File: src/rtl/i2s_rx_deserializer.sv
// WM8731 ADC-side serial receiver: deserialises ADCDAT framed by ADCLRCK into
// signed left/right sample pairs delivered over a valid/ready handshake.
module i2s_rx_deserializer #(
  parameter int unsigned DATA_W   = 16,
  parameter bit          LEFT_LVL = 1'b0,
  parameter int unsigned MSB_DLY  = 1
) (
  input  logic                     i_clk,
  input  logic                     i_rst,
  input  logic                     i_en,
  input  logic                     i_lrc,
  input  logic                     i_data,
  input  logic                     i_ready,
  input  logic                     i_clr_err,
  output logic signed [DATA_W-1:0] o_left,
  output logic signed [DATA_W-1:0] o_right,
  output logic                     o_valid,
  output logic                     o_frame_err,
  output logic                     o_overrun
);

  localparam int unsigned CNT_W = $clog2(DATA_W + 1);

  typedef enum logic [1:0] {SYNC, SHIFT, WAIT} state_e;

  state_e              state_q;
  logic                lrc_q;
  logic                chan_left_q;
  logic                left_done_q;
  logic [CNT_W-1:0]    cnt_q;
  logic [DATA_W-1:0]   shift_q;
  logic [DATA_W-1:0]   left_hold_q;
  logic [DATA_W-1:0]   left_q;
  logic [DATA_W-1:0]   right_q;
  logic                valid_q;
  logic                frame_err_q;
  logic                overrun_q;

  logic                boundary;
  logic                new_left;
  logic                last_bit;
  logic [DATA_W-1:0]   shift_d;
  logic [DATA_W-1:0]   start_word;
  logic [CNT_W-1:0]    start_cnt;

  assign boundary   = (i_lrc != lrc_q);
  assign new_left   = (i_lrc == LEFT_LVL);
  assign last_bit   = (cnt_q == CNT_W'(DATA_W - 1));
  assign shift_d    = {shift_q[DATA_W-2:0], i_data};
  assign start_word = {{(DATA_W-1){1'b0}}, i_data};
  // The boundary cycle itself is the skipped slot in I2S mode, so the MSB
  // lands one BCLK after the LRC edge; left-justified mode captures it here.
  assign start_cnt  = (MSB_DLY == 0) ? CNT_W'(1) : '0;

  always_ff @(posedge i_clk or posedge i_rst) begin
    if (i_rst) begin
      state_q     <= SYNC;
      lrc_q       <= 1'b0;
      chan_left_q <= 1'b0;
      left_done_q <= 1'b0;
      cnt_q       <= '0;
      shift_q     <= '0;
      left_hold_q <= '0;
      left_q      <= '0;
      right_q     <= '0;
      valid_q     <= 1'b0;
      frame_err_q <= 1'b0;
      overrun_q   <= 1'b0;
    end else begin
      lrc_q <= i_lrc;
      if (valid_q && i_ready) valid_q <= 1'b0;
      if (i_clr_err) begin
        frame_err_q <= 1'b0;
        overrun_q   <= 1'b0;
      end
      if (!i_en) begin
        state_q     <= SYNC;
        cnt_q       <= '0;
        left_done_q <= 1'b0;
      end else begin
        unique case (state_q)
          SYNC: begin
            if (boundary && new_left) begin
              state_q     <= SHIFT;
              chan_left_q <= 1'b1;
              cnt_q       <= start_cnt;
              shift_q     <= start_word;
            end
          end
          SHIFT: begin
            if (boundary) begin
              frame_err_q <= 1'b1;
              if (chan_left_q) left_done_q <= 1'b0;
              chan_left_q <= new_left;
              cnt_q       <= start_cnt;
              shift_q     <= start_word;
            end else begin
              shift_q <= shift_d;
              cnt_q   <= cnt_q + CNT_W'(1);
              if (last_bit) begin
                state_q <= WAIT;
                if (chan_left_q) begin
                  left_hold_q <= shift_d;
                  left_done_q <= 1'b1;
                end else begin
                  left_done_q <= 1'b0;
                  if (left_done_q) begin
                    if (!valid_q || i_ready) begin
                      left_q  <= left_hold_q;
                      right_q <= shift_d;
                      valid_q <= 1'b1;
                    end else begin
                      overrun_q <= 1'b1;
                    end
                  end
                end
              end
            end
          end
          WAIT: begin
            if (boundary) begin
              state_q     <= SHIFT;
              chan_left_q <= new_left;
              cnt_q       <= start_cnt;
              shift_q     <= start_word;
            end
          end
          default: state_q <= SYNC;
        endcase
      end
    end
  end

  assign o_left      = left_q;
  assign o_right     = right_q;
  assign o_valid     = valid_q;
  assign o_frame_err = frame_err_q;
  assign o_overrun   = overrun_q;

endmodule

File: config.mk
export PLATFORM = sky130hd
export DESIGN_NAME = i2s_rx_deserializer
export DESIGN_NICKNAME = d
export VERILOG_FILES = /design/src/rtl/i2s_rx_deserializer.sv
export SDC_FILE = /design/constraint.sdc
export NUM_CORES = 1
export LEC_CHECK = 0
export CAP_MARGIN = 10
export CORE_AREA = 2 2 82 84
export DETAILED_ROUTE_END_ITERATION = 8
export DIE_AREA = 0 0 84 86
export PLACE_DENSITY = 0.75
export SYNTH_ARGS = -nofsm -noshare
export SYNTH_HDL_FRONTEND = slang
export SYNTH_SLANG_ARGS = --single-unit
export TNS_END_PERCENT = 20
File: constraint.sdc
create_clock -name i_clk -period 5.8 [get_ports i_clk]
set_input_delay 1.16 -clock i_clk [delete_from_list [all_inputs] [get_ports i_clk]]
set_output_delay 1.16 -clock i_clk [all_outputs]
set_load 0.01 [all_outputs]
==> After elaboration in Yosys (flattened, before gate mapping) <==
Cells that the tools add are included.
{ "op_classes": {"n_addsub": 1, "eq_ne": 15, "mux": 44, "bitwise": 3, "n_reduce_logical": 15} }
{ "op_table": {"columns": ["operator", "count"], "rows": [
  ["two-way mux 15 bit", 3],
  ["case mux 15 bit (3 select lines)", 1],
  ["two-way mux 1 bit", 28],
  ["two-way mux 5 bit", 4],
  ["inequality test 3 bit, second input constant", 5],
  ["case mux 5 bit (3 select lines)", 1],
  ["AND reduction 4 bit", 3],
  ["two-way mux 2 bit", 5],
  ["AND reduction 7 bit", 1],
  ["case mux 2 bit (3 select lines)", 1],
  ["AND reduction 3 bit", 2],
  ["adder 5 x 1 -> 5 bit, second input constant", 1],
  ["equality test 5 x 4 -> 1 bit, second input constant", 1],
  ["AND reduction 5 bit", 1],
  ["inequality test 2 x 1 -> 1 bit, second input constant", 2],
  ["inequality test 2 bit, second input constant", 2],
  ["inequality test 4 x 1 -> 1 bit, second input constant", 1],
  ["inequality test 3 x 1 -> 1 bit, second input constant", 1],
  ["inverter 1 bit", 3],
  ["nonzero test 3 bit", 1],
  ["equality test 2 x 1 -> 1 bit, second input constant", 1],
  ["equality test 2 bit, second input constant", 1],
  ["logical AND 1 bit", 2],
  ["zero test 2 bit", 1],
  ["6 further kinds", 6]
]} }
{ "totals": {"ff_bits": 76, "out_inout_bits": 35, "word_cells": 90} }

==> Longest topological paths before layout <==
{ "depth": {"depth_word": 9, "depth_mapped": 7, "mapped_depth_nobuf": 6} }

==> Worst setup path after synthesis <==
OpenSTA, ideal clock, no wires.
{ "synth_path": {"path_kind": "input-to-reg", "startpoint": "input i_lrc", "endpoint": "register cnt_q[4]", "arrival_time_ps": 2585, "required_ps": 5675, "path_slack_ps": 3091, "cell_stages": 5, "n_path_buf": 0, "cell_sequence": "inv_1 ha_1 and2_1 o31ai_1 mux2_2"} }
{ "synth_via": {"elab_chain_len": 4, "elab_cells_between_ends": 9} }
{ "synth_rtl": {"columns": ["element", "line", "source"], "rows": [
  ["start: declaration", "11", "input logic i_lrc,"],
  ["inequality test 1 bit / inverter 1 bit (equally long branches)", "46, 47", null],
  ["two-way mux 5 bit / logical AND 1 bit (equally long branches)", "91, 83", null],
  ["case mux 5 bit (3 select lines) / inequality test 3 bit (equally long branches)", null, null],
  ["two-way mux 5 bit / AND reduction 3 bit (equally long branches)", null, null],
  ["end signal: assignment", "86", "cnt_q <= start_cnt;"],
  ["end signal: assignment", "95", "cnt_q <= start_cnt;"],
  ["end signal: assignment", "99", "cnt_q <= cnt_q + CNT_W'(1);"],
  ["end: declaration", "30", "logic [CNT_W-1:0] cnt_q;"]
]} }
Parallel ways exist; a longest one is shown, timed or not.
A chain may end at the register's enable or synchronous reset.

==> Worst setup path in the final report <==
{ "layout_path": {"startpoint": "input i_lrc", "endpoint": "register right_q[8], in the netlist o_right[8]"} }
{ "layout_via": {"elab_chain_len": 3} }
{ "layout_rtl": {"columns": ["element", "line", "source"], "rows": [
  ["inequality test 1 bit", "46", "assign boundary = (i_lrc != lrc_q);"],
  ["inverter 1 bit (no source line)", null, null],
  ["AND reduction 7 bit (no source line)", null, null],
  ["end signal: assignment", "110", "right_q <= shift_d;"],
  ["end: declaration", "34", "logic [DATA_W-1:0] right_q;"]
]} }
No other way between the ends.

==> results.json <==
{
  "cp.buffers_inverters": 3,
  "crit_path_start_kind": "input port",
  "cts_setup_buffers": 0,
  "fin_cells": 358,
  "arrival_ns": 4.25,
  "yosys.area.top_type": "dfrtp_1",
  "yosys.cell_count.top_type": "dfrtp_1",
  "maxSlewViolCount": 0,
  "root_buffer": "clkbuf_8",
  "grt_usage_pct": 17.4,
  "fp.dieArea_sq_um": 7220,
  "path_delay_family": "simple AND/OR/NAND/NOR gates",
  "synth_xor_area_share_pct": 0,
  "synth.distinct_cells": 34,
  "cp-end-kind": "register",
  "worst-path-stages": 7,
  "synth.top_cell.area_share_pct": 58.7,
  "grt-ovfl-total": 0,
  "synth_commonest_cells": "dfrtp_1, mux2_2, and3_1",
  "clk_latency_ns": 0.34,
  "reg2reg_depth": 5,
  "final_area_sq_um": 3930,
  "rsz0062_at_grt": "false",
  "power_mw": 1.08,
  "htreeDepth": 3,
  "skew_ns": 0.00881,
  "nets": 290,
  "place_inst": 342,
  "clk_pin_slew_worst_paths_ns": 0.07,
  "syn_avg_cell_area_sq_um": 14.0,
  "dp_hpwl_mm": 3.71,
  "pwr_density_cell_nw_per_um2": 276,
  "synth_edf_count": 0,
  "fin_util_pct": 62.6,
  "syn_nets": 246,
  "ios": 42,
  "routed_wl_mm": 5.64,
  "max_stage_delay_ns": 0.82,
  "seqCellArea_sq_um": 1900,
  "crit_end": "o_right[8]",
  "grt_pass1_wl_mm": 9.86,
  "ir_drop_mv": 0.213,
  "crit_fanout": 24,
  "setup_slack_ns": 1.77,
  "r2r_start": "lrc_q",
  "synthesis.area_sq_um": 3240,
  "ant_nets": 0,
  "period_share_pct": 69.4,
  "hold_viol_final": 0,
  "post-place-ws_ns": 1.45,
  "gp_congestion": 0.826,
  "cts_resized": 0,
  "core-area_sq_um": 6280,
  "synthSimpleGateAreaFrac_pct": 9.15,
  "antenna_cells": 0,
  "tightest_slew_ns": 0.878,
  "path_cells": "clkdlybuf4s50_1 -> inv_1 -> ha_1 -> nand3_2 -> nor4b_4 -> buf_4 -> mux2_2",
  "vias": 1934,
  "ys_seq_elements": 76,
  "setup_viol": 0,
  "slew-limit-headroom_pct": 41.2,
  "crit_start": "i_lrc",
  "drive_gt1_share_pct": 29.2,
  "tritoncts": "done",
  "first_iter_violations": 47,
  "clockBufferDepth": 2,
  "cts_hold_buf": 0,
  "ys_seq_area_share_pct": 58.7,
  "synth_area_leaders": "dfrtp_1, mux2_2, and3_1",
  "r2r-end": "o_right[8]",
  "grt_max_degree": 42,
  "start_util_pct": 51.6,
  "antenna_found_initial": 0,
  "n_fill_cell": 481,
  "placed_area_sq_um": 3690,
  "whs_ns": 0.494,
  "chipHeight_um": 86,
  "required_ns": 6.02,
  "slowest_stage": "nor4b_4",
  "critPathKind": "input port to register",
  "io_buffers": 41,
  "fmax_mhz": 248,
  "netlist_instances": 232,
  "cts_num_sinks": 76,
  "ys_warn_count": 0,
  "r2r_slack_ns": 2.78,
  "std_cell_rows": 29,
  "viasPerCell": 5.40,
  "drt-pass1-iter-count": 4,
  "hold_class": "register to register",
  "synth_compound_gate_area_share_pct": 2.97,
  "p_leak_nw": 1.94,
  "muxShareOfSynthArea_pct": 23.2,
  "finalCriticalPeriod_ns": 4.03,
  "multiInputGateArea_sq_um": 1230,
  "maxCapViolations": 0,
  "synth_top_family_by_area": "multiplexers",
  "drc": 0,
  "area_growth_syn_to_layout_pct": 21.3,
  "yosys.area_share.adder_pct": 2.70,
  "ys_async_sr_fraction_pct": 100,
  "grt_pass1_vias": 2047,
  "numCtsBuffers": 9,
  "synthFlopType": "dfrtp_1",
  "die_width_um": 84,
  "setup-tns-final_ns": 0,
  "status": "finished clean",
  "avgRoutedWirePerCell_um": 15.7
}
[layer usage]
metal	share of wire [%]	GRT usage, %
met1	48	24.1
met2	48	26.8
met3	3.0	3.66
met4	1.3	7.48
met5	0	0
[cell families after synthesis]
logic type	count (synthesis)
flip-flops	76
multiplexers	67
AND/OR/NAND/NOR	48
buffers and inverters	20
AO/OA/AOI/OAI	14
adder cells (fa/ha/maj)	7
[how the worst min path moves through the flow]
| stage | start | end | depth (start not counted) |
|---|---|---|---|
| after floorplan | left_hold_q[4] | o_left[4] | 1 |
| after global placement | left_hold_q[4] | o_left[4] | 1 |
| after detailed placement | left_hold_q[6] | o_left[6] | 1 |
| after CTS | left_hold_q[4] | o_left[4] | 1 |
| after global routing | left_hold_q[0] | left_hold_q[0] | 1 |
| final | left_hold_q[6] | o_left[6] | 1 |
[report_power, final]
group / internal (mW) / switching (mW) / total, mW
sequential: 0.537 / 0.00814 / 0.545
clock: 0.285 / 0.190 / 0.475
combinational: 0.0245 / 0.0403 / 0.0648
[cell type report]
class / count / area share, %
sequential: 76 / 48.4
clock buffer: 9 / 3.15
clock inverter: 7 / 2.90
multi-input combinational: 136 / 31.3
inverter: 10 / 0.955
tap: 77 / 2.45
timing repair buffer: 43 / 10.8
[cells in the final DEF, fill, tap and decap left out, types with 2 or more instances in the layout]
| master | Yosys | layout |
|---|---|---|
| dfrtp_1 | 76 | 76 |
| mux2_2 | 61 | 61 |
| clkdlybuf4s50_1 | 0 | 41 |
| and3_1 | 18 | 18 |
| inv_1 | 10 | 9 |
| clkbuf_8 | 0 | 9 |
| nand2_1 | 8 | 8 |
| ha_1 | 7 | 7 |
| nand3_1 | 5 | 5 |
| mux2_1 | 4 | 4 |
| nor2b_1 | 3 | 3 |
| o21ai_0 | 3 | 3 |
| clkinv_2 | 0 | 3 |
| bufinv_16 | 0 | 3 |
| nand2b_1 | 2 | 2 |
| o31ai_1 | 2 | 2 |
| nand4_1 | 2 | 2 |
| a21boi_0 | 2 | 2 |
| mux2i_1 | 2 | 2 |
| or3_1 | 2 | 2 |
| buf_4 | 0 | 2 |
[flip-flops by register name (all words and copies together) (netlist names)]
register,count
chan_left_q,1
cnt_q,5
left_done_q,1
left_hold_q,16
lrc_q,1
o_frame_err,1
o_left,16
o_overrun,1
o_right,16
o_valid,1
shift_q,15
state_q,2
No activity file was read; power rests on OpenSTA's default activity.
